$ cat config.mk
export PLATFORM = sky130hd
export DESIGN_NAME = ccip_result_writer
export DESIGN_NICKNAME = d
export VERILOG_FILES = /design/src/rtl/ccip_writer_pkg.sv /design/src/rtl/ccip_outstanding_ctr.sv /design/src/rtl/ccip_result_writer.sv
export SDC_FILE = /design/constraint.sdc
export NUM_CORES = 2
export LEC_CHECK = 0
export ABC_AREA = 1
export CAP_MARGIN = 5
export CORE_AREA = 2 2 452 230
export CTS_BUF_LIST = sky130_fd_sc_hd__clkbuf_8 sky130_fd_sc_hd__clkbuf_16
export CTS_CLUSTER_DIAMETER = 30
export CTS_CLUSTER_SIZE = 12
export DETAILED_ROUTE_END_ITERATION = 8
export DIE_AREA = 0 0 454 232
export GPL_TIMING_DRIVEN = 0
export PLACE_DENSITY_LB_ADDON = 0.1
export SYNTH_ARGS = -nofsm -noshare
export SYNTH_HDL_FRONTEND = slang
export SYNTH_SLANG_ARGS = --single-unit
$ cat constraint.sdc
create_clock -name clk -period 5.8 [get_ports clk]
set_input_delay 1.16 -clock clk [delete_from_list [all_inputs] [get_ports clk]]
set_output_delay 1.16 -clock clk [all_outputs]
set_load 0.02 [all_outputs]
$ cat src/rtl/ccip_writer_pkg.sv
// Shared types and constants for the CCI-P result writer: FSM states and
// the sample/line geometry used to pack solver samples into cache lines.
package ccip_writer_pkg;

    localparam int SAMPLES_PER_LINE = 4;
    localparam int SAMPLE_W         = 128;
    localparam int LINE_W           = 512;
    localparam int SLOT_W           = $clog2(SAMPLES_PER_LINE);

    typedef enum logic [2:0] {
        ST_IDLE,
        ST_FILL,
        ST_ISSUE,
        ST_DRAIN,
        ST_DONE
    } state_e;

    function automatic logic is_active(input state_e s);
        return (s == ST_FILL) || (s == ST_ISSUE) || (s == ST_DRAIN);
    endfunction

endpackage

$ cat src/rtl/ccip_outstanding_ctr.sv
// Up/down counter of unacknowledged write requests; responses arriving while
// the count is zero are dropped so stale host acks can never underflow it.
module ccip_outstanding_ctr #(
    parameter int MAX_OUTSTANDING = 16
) (
    input  logic clk,
    input  logic reset_n,
    input  logic inc,
    input  logic dec,
    output logic full,
    output logic empty,
    output logic dec_taken
);

    localparam int CNT_W = $clog2(MAX_OUTSTANDING + 1);

    logic [CNT_W-1:0] count_q;
    logic [CNT_W-1:0] count_d;

    assign dec_taken = dec && (count_q != '0);
    assign full      = (count_q == CNT_W'(MAX_OUTSTANDING));
    assign empty     = (count_q == '0);

    always_comb begin
        count_d = count_q;
        case ({inc, dec_taken})
            2'b10:   count_d = count_q + 1'b1;
            2'b01:   count_d = count_q - 1'b1;
            default: count_d = count_q;
        endcase
    end

    always_ff @(posedge clk or negedge reset_n) begin
        if (!reset_n) begin
            count_q <= '0;
        end else begin
            count_q <= count_d;
        end
    end

endmodule

$ cat src/rtl/ccip_result_writer.sv
// Packs solver (x, y) samples four to a cache line and issues them as CCI-P
// c1 write requests, reporting completion once every line has been acked.
module ccip_result_writer
    import ccip_writer_pkg::*;
#(
    parameter int MAX_OUTSTANDING = 16,
    parameter int ADDR_W          = 42
) (
    input  logic              clk,
    input  logic              reset_n,
    input  logic              start,
    input  logic [ADDR_W-1:0] base_addr,
    input  logic [31:0]       num_samples,
    input  logic              in_valid,
    output logic              in_ready,
    input  logic [63:0]       in_x,
    input  logic [63:0]       in_y,
    input  logic              c1_almfull,
    output logic              wr_valid,
    output logic [ADDR_W-1:0] wr_addr,
    output logic [15:0]       wr_mdata,
    output logic [LINE_W-1:0] wr_data,
    input  logic              wr_rsp_valid,
    output logic              busy,
    output logic              done,
    output logic [31:0]       lines_written
);

    state_e              state_q, state_d;
    logic [ADDR_W-1:0]   base_addr_q, base_addr_d;
    logic [31:0]         num_samples_q, num_samples_d;
    logic [31:0]         samples_taken_q, samples_taken_d;
    logic [31:0]         line_idx_q, line_idx_d;
    logic [SLOT_W-1:0]   slot_q, slot_d;
    logic [LINE_W-1:0]   line_buf_q, line_buf_d;
    logic                wr_valid_q, wr_valid_d;
    logic [ADDR_W-1:0]   wr_addr_q, wr_addr_d;
    logic [15:0]         wr_mdata_q, wr_mdata_d;
    logic [LINE_W-1:0]   wr_data_q, wr_data_d;
    logic                busy_q, busy_d;
    logic                done_q, done_d;
    logic [31:0]         lines_written_q, lines_written_d;

    logic issue_fire;
    logic ctr_full;
    logic ctr_empty;
    logic rsp_taken;

    ccip_outstanding_ctr #(
        .MAX_OUTSTANDING(MAX_OUTSTANDING)
    ) u_outstanding (
        .clk      (clk),
        .reset_n  (reset_n),
        .inc      (issue_fire),
        .dec      (wr_rsp_valid),
        .full     (ctr_full),
        .empty    (ctr_empty),
        .dec_taken(rsp_taken)
    );

    assign in_ready      = (state_q == ST_FILL);
    assign wr_valid      = wr_valid_q;
    assign wr_addr       = wr_addr_q;
    assign wr_mdata      = wr_mdata_q;
    assign wr_data       = wr_data_q;
    assign busy          = busy_q;
    assign done          = done_q;
    assign lines_written = lines_written_q;

    always_comb begin
        state_d         = state_q;
        base_addr_d     = base_addr_q;
        num_samples_d   = num_samples_q;
        samples_taken_d = samples_taken_q;
        line_idx_d      = line_idx_q;
        slot_d          = slot_q;
        line_buf_d      = line_buf_q;
        wr_valid_d      = 1'b0;
        wr_addr_d       = wr_addr_q;
        wr_mdata_d      = wr_mdata_q;
        wr_data_d       = wr_data_q;
        lines_written_d = lines_written_q + 32'(rsp_taken);
        issue_fire      = 1'b0;

        case (state_q)
            ST_IDLE, ST_DONE: begin
                if (start) begin
                    base_addr_d     = base_addr;
                    num_samples_d   = num_samples;
                    samples_taken_d = '0;
                    line_idx_d      = '0;
                    slot_d          = '0;
                    line_buf_d      = '0;
                    lines_written_d = '0;
                    state_d         = (num_samples == 32'd0) ? ST_DONE : ST_FILL;
                end
            end
            ST_FILL: begin
                if (in_valid) begin
                    line_buf_d[int'(slot_q)*SAMPLE_W +: SAMPLE_W] = {in_y, in_x};
                    samples_taken_d = samples_taken_q + 32'd1;
                    slot_d          = slot_q + 1'b1;
                    if ((slot_q == SLOT_W'(SAMPLES_PER_LINE - 1)) ||
                        (samples_taken_d == num_samples_q)) begin
                        state_d = ST_ISSUE;
                    end
                end
            end
            ST_ISSUE: begin
                // The buffer moves into the output register on issue so the
                // next line can start filling while the request is on the bus.
                if (!c1_almfull && !ctr_full) begin
                    issue_fire = 1'b1;
                    wr_valid_d = 1'b1;
                    wr_addr_d  = base_addr_q + ADDR_W'(line_idx_q);
                    wr_mdata_d = line_idx_q[15:0];
                    wr_data_d  = line_buf_q;
                    line_idx_d = line_idx_q + 32'd1;
                    line_buf_d = '0;
                    slot_d     = '0;
                    state_d    = (samples_taken_q == num_samples_q) ? ST_DRAIN : ST_FILL;
                end
            end
            ST_DRAIN: begin
                if (ctr_empty) begin
                    state_d = ST_DONE;
                end
            end
            default: state_d = ST_IDLE;
        endcase

        busy_d = is_active(state_d);
        done_d = (state_d == ST_DONE);
    end

    always_ff @(posedge clk or negedge reset_n) begin
        if (!reset_n) begin
            state_q         <= ST_IDLE;
            base_addr_q     <= '0;
            num_samples_q   <= '0;
            samples_taken_q <= '0;
            line_idx_q      <= '0;
            slot_q          <= '0;
            line_buf_q      <= '0;
            wr_valid_q      <= 1'b0;
            wr_addr_q       <= '0;
            wr_mdata_q      <= '0;
            wr_data_q       <= '0;
            busy_q          <= 1'b0;
            done_q          <= 1'b0;
            lines_written_q <= '0;
        end else begin
            state_q         <= state_d;
            base_addr_q     <= base_addr_d;
            num_samples_q   <= num_samples_d;
            samples_taken_q <= samples_taken_d;
            line_idx_q      <= line_idx_d;
            slot_q          <= slot_d;
            line_buf_q      <= line_buf_d;
            wr_valid_q      <= wr_valid_d;
            wr_addr_q       <= wr_addr_d;
            wr_mdata_q      <= wr_mdata_d;
            wr_data_q       <= wr_data_d;
            busy_q          <= busy_d;
            done_q          <= done_d;
            lines_written_q <= lines_written_d;
        end
    end

endmodule

=== Word-level counts from Yosys, hierarchy flattened ===
Cells that the tools add are included.

* Add/sub/neg operators: 8
* Equal/unequal tests: 17
* Shift-type cells: 2
* Muxes and demuxes: 27
* Reductions and logical operators: 21

{| class="wikitable"
|+ Operators with widths
! operator !! number
|-
| 2-to-1 mux 512 bit || 3
|-
| one-hot mux 512 bit (3 select lines) || 1
|-
| bitwise mux 512 bit || 1
|-
| variable shift 128 x 33 -> 512 bit, first input constant || 1
|-
| variable part select 128 x 33 -> 512 bit || 1
|-
| 2-to-1 mux 32 bit || 5
|-
| one-hot mux 32 bit (2 select lines) || 2
|-
| adder 32 x 1 -> 32 bit, second input constant || 2
|-
| equality test 32 bit || 2
|-
| adder 42 x 32 -> 42 bit || 1
|-
| negator 9 -> 33 bit || 1
|-
| adder 32 x 1 -> 32 bit || 1
|-
| logical NOT 32 bit || 1
|-
| 2-to-1 mux 3 bit || 6
|-
| equality test 3 x 2 -> 1 bit, second input constant || 4
|-
| one-hot mux 3 bit (4 select lines) || 1
|-
| one-hot mux 5 bit (2 select lines) || 1
|-
| 2-to-1 mux 2 bit || 4
|-
| equality test 3 x 1 -> 1 bit, second input constant || 2
|-
| equality test 3 bit, second input constant || 2
|-
| inequality test 2 bit, second input constant || 3
|-
| one-hot mux 2 bit (3 select lines) || 1
|-
| AND reduction 3 bit || 2
|-
| nonzero test 2 bit || 3
|-
| other kinds (17) || 24
|}

* Register bits: 1265
* Bits of input ports: 208
* Output and inout bits: 606
* Logic and storage cells: 90

=== Logic depth before layout (Yosys ltp) ===
* Word-level depth: 9
* Gate-level depth with buffers: 19
* Mapped depth without buffers: 19

=== Hierarchy ===
A second synthesis with hierarchy kept.

* Cell total of the unflattened synthesis: 6158
* Area total of the unflattened synthesis: 54431.0 um2

{| class="wikitable"
|+ Modules (own cells, without submodules)
! module !! times used !! cells an instance !! area each (um2) !! sequential area each (um2)
|-
| ccip_result_writer || 1 || 6104 || 54044.3 || 31530.2
|-
| ccip_outstanding_ctr || 1 || 54 || 386.6 || 125.1
|}

=== Worst setup path before layout ===
OpenSTA, ideal clock, no wires.

* Kind: input to register
* Start: in c1_almfull
* End: reg u_outstanding.count_q[4]
* Library setup time: 0.079 ns
* Data arrival time: 3.125 ns
* Required time: 5.721 ns
* Path slack: 2.595 ns
* Stages: 15
* Path buffers: 2
* Cell sequence: inv_1 -> nand2_1 -> inv_1 -> nand2_2 -> clkbuf_1 -> clkbuf_1 -> ha_1 -> inv_1 -> fa_1 -> nor2_1 -> a211oi_1 -> nand2_1 -> nand2_1 -> nor2_1 -> xor2_1

* Cells in the longest elaborated chain, start to end: 6
* Elaborated cells between the ends (all ways): 8
* Classes of those cells: 2 x eq/ne; 3 x mux; 3 x reduce/logical

{| class="wikitable"
|+ Ends and longest elaborated chain
! what !! RTL line !! RTL
|-
| start: declaration || ccip_result_writer.sv:18 || <nowiki>input logic c1_almfull,</nowiki>
|-
| logical NOT 1 bit (*) || ccip_result_writer.sv:112 || <nowiki>if (!c1_almfull && !ctr_full) begin</nowiki>
|-
| logical AND 1 bit (*) || ccip_result_writer.sv:112 ||
|-
| 2-to-1 mux 1 bit (*) || ccip_result_writer.sv:112 ||
|-
| 2-to-1 mux 1 bit (*) || ccip_result_writer.sv:85 || <nowiki>case (state_q)</nowiki>
|-
| equality test 2 x 1 -> 1 bit or equality test 2 bit (tied branches) || ccip_outstanding_ctr.sv:26 || <nowiki>case ({inc, dec_taken})</nowiki>
|-
| one-hot mux 5 bit (2 select lines) or nonzero test 2 bit (tied branches) || -- ||
|-
| end signal: assignment || ccip_outstanding_ctr.sv:37 || <nowiki>count_q <= count_d;</nowiki>
|-
| end: declaration || ccip_outstanding_ctr.sv:17 || <nowiki>logic [CNT_W-1:0] count_q;</nowiki>
|}

Mark *: on every way between the ends. The rest lies on a longest branch, timed or not.
A chain may end at the register's enable or synchronous reset.

=== Worst setup path in the final report ===
* Start: reg state_q[2]
* End: out in_ready

* Cells in the longest elaborated chain, start to end: 1

{| class="wikitable"
|+ Ends and longest elaborated chain
! what !! RTL line !! RTL
|-
| start: declaration || ccip_result_writer.sv:29 || <nowiki>state_e state_q, state_d;</nowiki>
|-
| start signal: assignment || ccip_result_writer.sv:153 || <nowiki>state_q <= state_d;</nowiki>
|-
| equality test 3 x 1 -> 1 bit || ccip_result_writer.sv:61 || <nowiki>assign in_ready = (state_q == ST_FILL);</nowiki>
|-
| end: declaration || ccip_result_writer.sv:15 || <nowiki>output logic in_ready,</nowiki>
|}

Every way passes these cells.

==> metrics.txt <==
Post-Synth Simple-Gate Area 0.2610; cell count after synthesis 6,555; fmax 0.1787 GHz; initial antenna violation count 23; Placed Cells 8,738; Post-Place Worst Slack 501.5 ps; mux cell area share after synthesis 0.0004078; outcome complete, no violations; # rows 83; final setup violation count 0; Area growth syn-to-layout 27.77%; Adder-Cell Fraction of Synth Area 0.01115; Num CTS Buffers 155; Top Ports 814; Clock transition at path regs 50 ps; asr flop ratio synth 1.000; crit-path most repeated cell clkbuf_1; Via density 5.816; final hold violations 0; most common cell in the synthesized netlist nand2_1; first-pass GRT wire length 322,400 microns; Post-CTS Repair Setup Buffers 0; wire length on met1 94,990 microns; crit path launch type flip-flop; GRT Util Overall 0.4227; hpwl dp 172,200 microns; total power 31.79 mW; synthesis-stage register bit count 1,265; Final WS setup 204.5 ps; die area 105,300 sq um; Root Driver clkbuf_16; die height 232 microns; GP Congestion 1.065; largest net degree at the start of global routing 180; routed wl met2 86,920 microns; Critical Path Max Stage Delay 970 ps; CP required 4640 ps; Vias 52,460; syn avg cell area 8.426 sq um; highest-delay cell along the critical path clkbuf_1; most common flop cell mapped by yosys dfrtp_1; maximum clock path buffer count 3; clk_skew 40.69 ps; Tcrit/Tclk final 0.9647; CTS Sinks 1,265; core area 101,500 sq um; Post-synth EDFFs 0; first-iteration detailed-routing DRC count 7,519; HP Class in -> async; leak pwr 33.94 nW; Ys Warns 0; Starting Density 0.5444; post-synthesis cell area 55,230 sq um; area leader, netlist dfrtp_1; post-synthesis sequential area ratio 0.5732; synth cell count leaders 2,808 x nand2_1, 1,265 x dfrtp_1, 441 x o21ai_0; max layer used met5; final wirelength 225,000 microns; VDD IR max 399.9 uV; Post-DP Area 65,340 sq um; Clock Latency Late Sink 790 ps; antenna viol nets, final 0; DRC viols 0; metal3 WL 32,430 microns; fin nets 7,793; Finished Layout Cells 9,019; post-route cell area 70,570 sq um; largest family of logic cells by synthesized area simple AND/OR/NAND/NOR gates; Slew headroom 0.06244; GR Overflow Total 0; RSZ-0062 raised after global routing false; crit-path cells nor3_2 -> buf_2 -> clkbuf_1 -> clkbuf_1 -> clkdlybuf4s50_1; H-tree depth reported by CTS 4; Max-Cap Viols 0; min cycle time layout 5596 ps; RR Startpoint slot_q[0]$_DFFE_PN0P_; synth unique cells 53; CTS tree yes; drt first pass iters 7; post-synthesis compound-gate area fraction 0.08745; crit path max fanout 10; CP endpoint kind output pin; vias in the first global route 48,590; final slew viol count 0; Power Density 450.5 nW/um^2; post-cts gate resize count 0; WP buf/inv 4; IO buf count 813; Arr. time, crit path 4440 ps; post-synthesis xor/xnor area fraction 0.01411; Die X 454 microns; CTS Hold Bufs 0; share of the synthesized area in the top cell type 0.5732; Area contributors post-synth dfrtp_1 57%, nand2_1 19%, o21ai_0 4.0%, nand3_1 3.6%, o31ai_1 2.8%; worst setup path category reg -> out; CP delay by family, top buffers and inverters; crit path launch state_q[2]$_DFF_PN0_; Worst-Margin Slew 1406 ps; Avg WL per Cell 24.95 microns; Mapped Nets 6,811; Setup Total Neg Slack 0 ps; share of cells above drive strength 1 0.05851
[sequential cells by signal (all words and copies together), names as in the netlist]
name,count
line_buf_q,512
num_samples_q,32
wr_valid,1
slot_q,2
state_q,3
busy,1
done,1
wr_addr,42
wr_data,512
line_idx_q,32
lines_written,32
base_addr_q,42
u_outstanding.count_q,5
samples_taken_q,32
wr_mdata,16
[through the flow]
stage               hold WS, ps    util
floorplan                 442.2       -
global placement          448.7  0.6413
detailed placement        450.9  0.6440
CTS                       293.9  0.6948
global route              307.5  0.6955
finish                    280.6  0.6955
[worst register-to-register path, delay by kind of cell (launching register included)]
kind | cells | cell delay, ps
buffers and inverters | 8 | 3180
and+or+nand+nor | 2 | 690
DFF | 1 | 430
adders and majority gates | 1 | 280
AOI/OAI and AO/OA | 1 | 220
[path summary, 6_finish.rpt]
check / endpoint / slack (ps) / cells past startpoint
setup / recovery: in_ready / 200 / 5
setup reg to reg: line_buf_q[66]$_DFFE_PN0P_ / 920 / 12
hold reg to reg: wr_data[367]$_DFFE_PN0P_ / 460 / 2
max in group asynchronous: line_buf_q[496]$_DFFE_PN0P_ / 3010 / 4
min in group clk: wr_data[367]$_DFFE_PN0P_ / 460 / 2
hold / removal: lines_written[9]$_DFF_PN0_ / 280 / 1
[area by class of cell]
class / instances / area (sq um)
Sequential cell: 1265 / 31660
Fill cell: 8131 / 30890
Multi-Input combinational cell: 4567 / 20670
Timing Repair Buffer: 825 / 8428
Clock buffer: 175 / 4210
Tap cell: 1360 / 1702
Buffer: 381 / 1632
Inverter: 342 / 1284
Clock inverter: 85 / 938.4
Antenna cell: 19 / 47.55
[logic make-up (layout without fill, tap and decap cells)]
logic type	count (synthesis)	after routing
adders and majority gates	48	48
AOI/OAI and AO/OA	832	832
other	0	19
DFF	1265	1265
xor gates and xnor gates	89	89
muxes	2	2
buffers and inverters	723	1808
and+or+nand+nor	3596	3596
[report_power, final]
group	switching, mW	internal, mW	total (mW)
clock	4.04	5.85	9.89
combinational	7.92	2.81	10.7
sequential	1.06	10.1	11.2
total	13.0	18.8	31.8
[per-layer routing]
metal | vias to the layer above | track usage
met2 | 3197 | 0.5395
met4 | 8 | 0.1816
met1 | 25700 | 0.6252
met3 | 485 | 0.1709
met5 | - | 0
li1 | 23070 | -
[cells in the final DEF (no fill, tap or decap), drive strengths merged, types with 2 or more instances in the layout]
| cell type | instances |
|---|---|
| nand2 | 2812 |
| dfrtp | 1265 |
| clkdlybuf4s50 | 812 |
| o21ai | 449 |
| nand3 | 397 |
| clkbuf | 397 |
| inv | 374 |
| nor2 | 226 |
| o31ai | 205 |
| buf | 172 |
| a21oi | 119 |
| nor3 | 76 |
| xor2 | 62 |
| nor4 | 47 |
| ha | 46 |
| clkinv | 30 |
| xnor2 | 27 |
| nand4 | 25 |
| diode | 19 |
| bufinv | 14 |
| o21bai | 12 |
| a31oi | 10 |
| clkinvlp | 9 |
| o22ai | 8 |
| a21o | 8 |
| o21a | 6 |
| nand3b | 5 |
| a211oi | 3 |
| nor3b | 3 |
| a21boi | 3 |
| or2 | 2 |
| and3 | 2 |
| o221ai | 2 |
| mux2 | 2 |
| fa | 2 |
No activity file was read; power rests on OpenSTA's default activity.
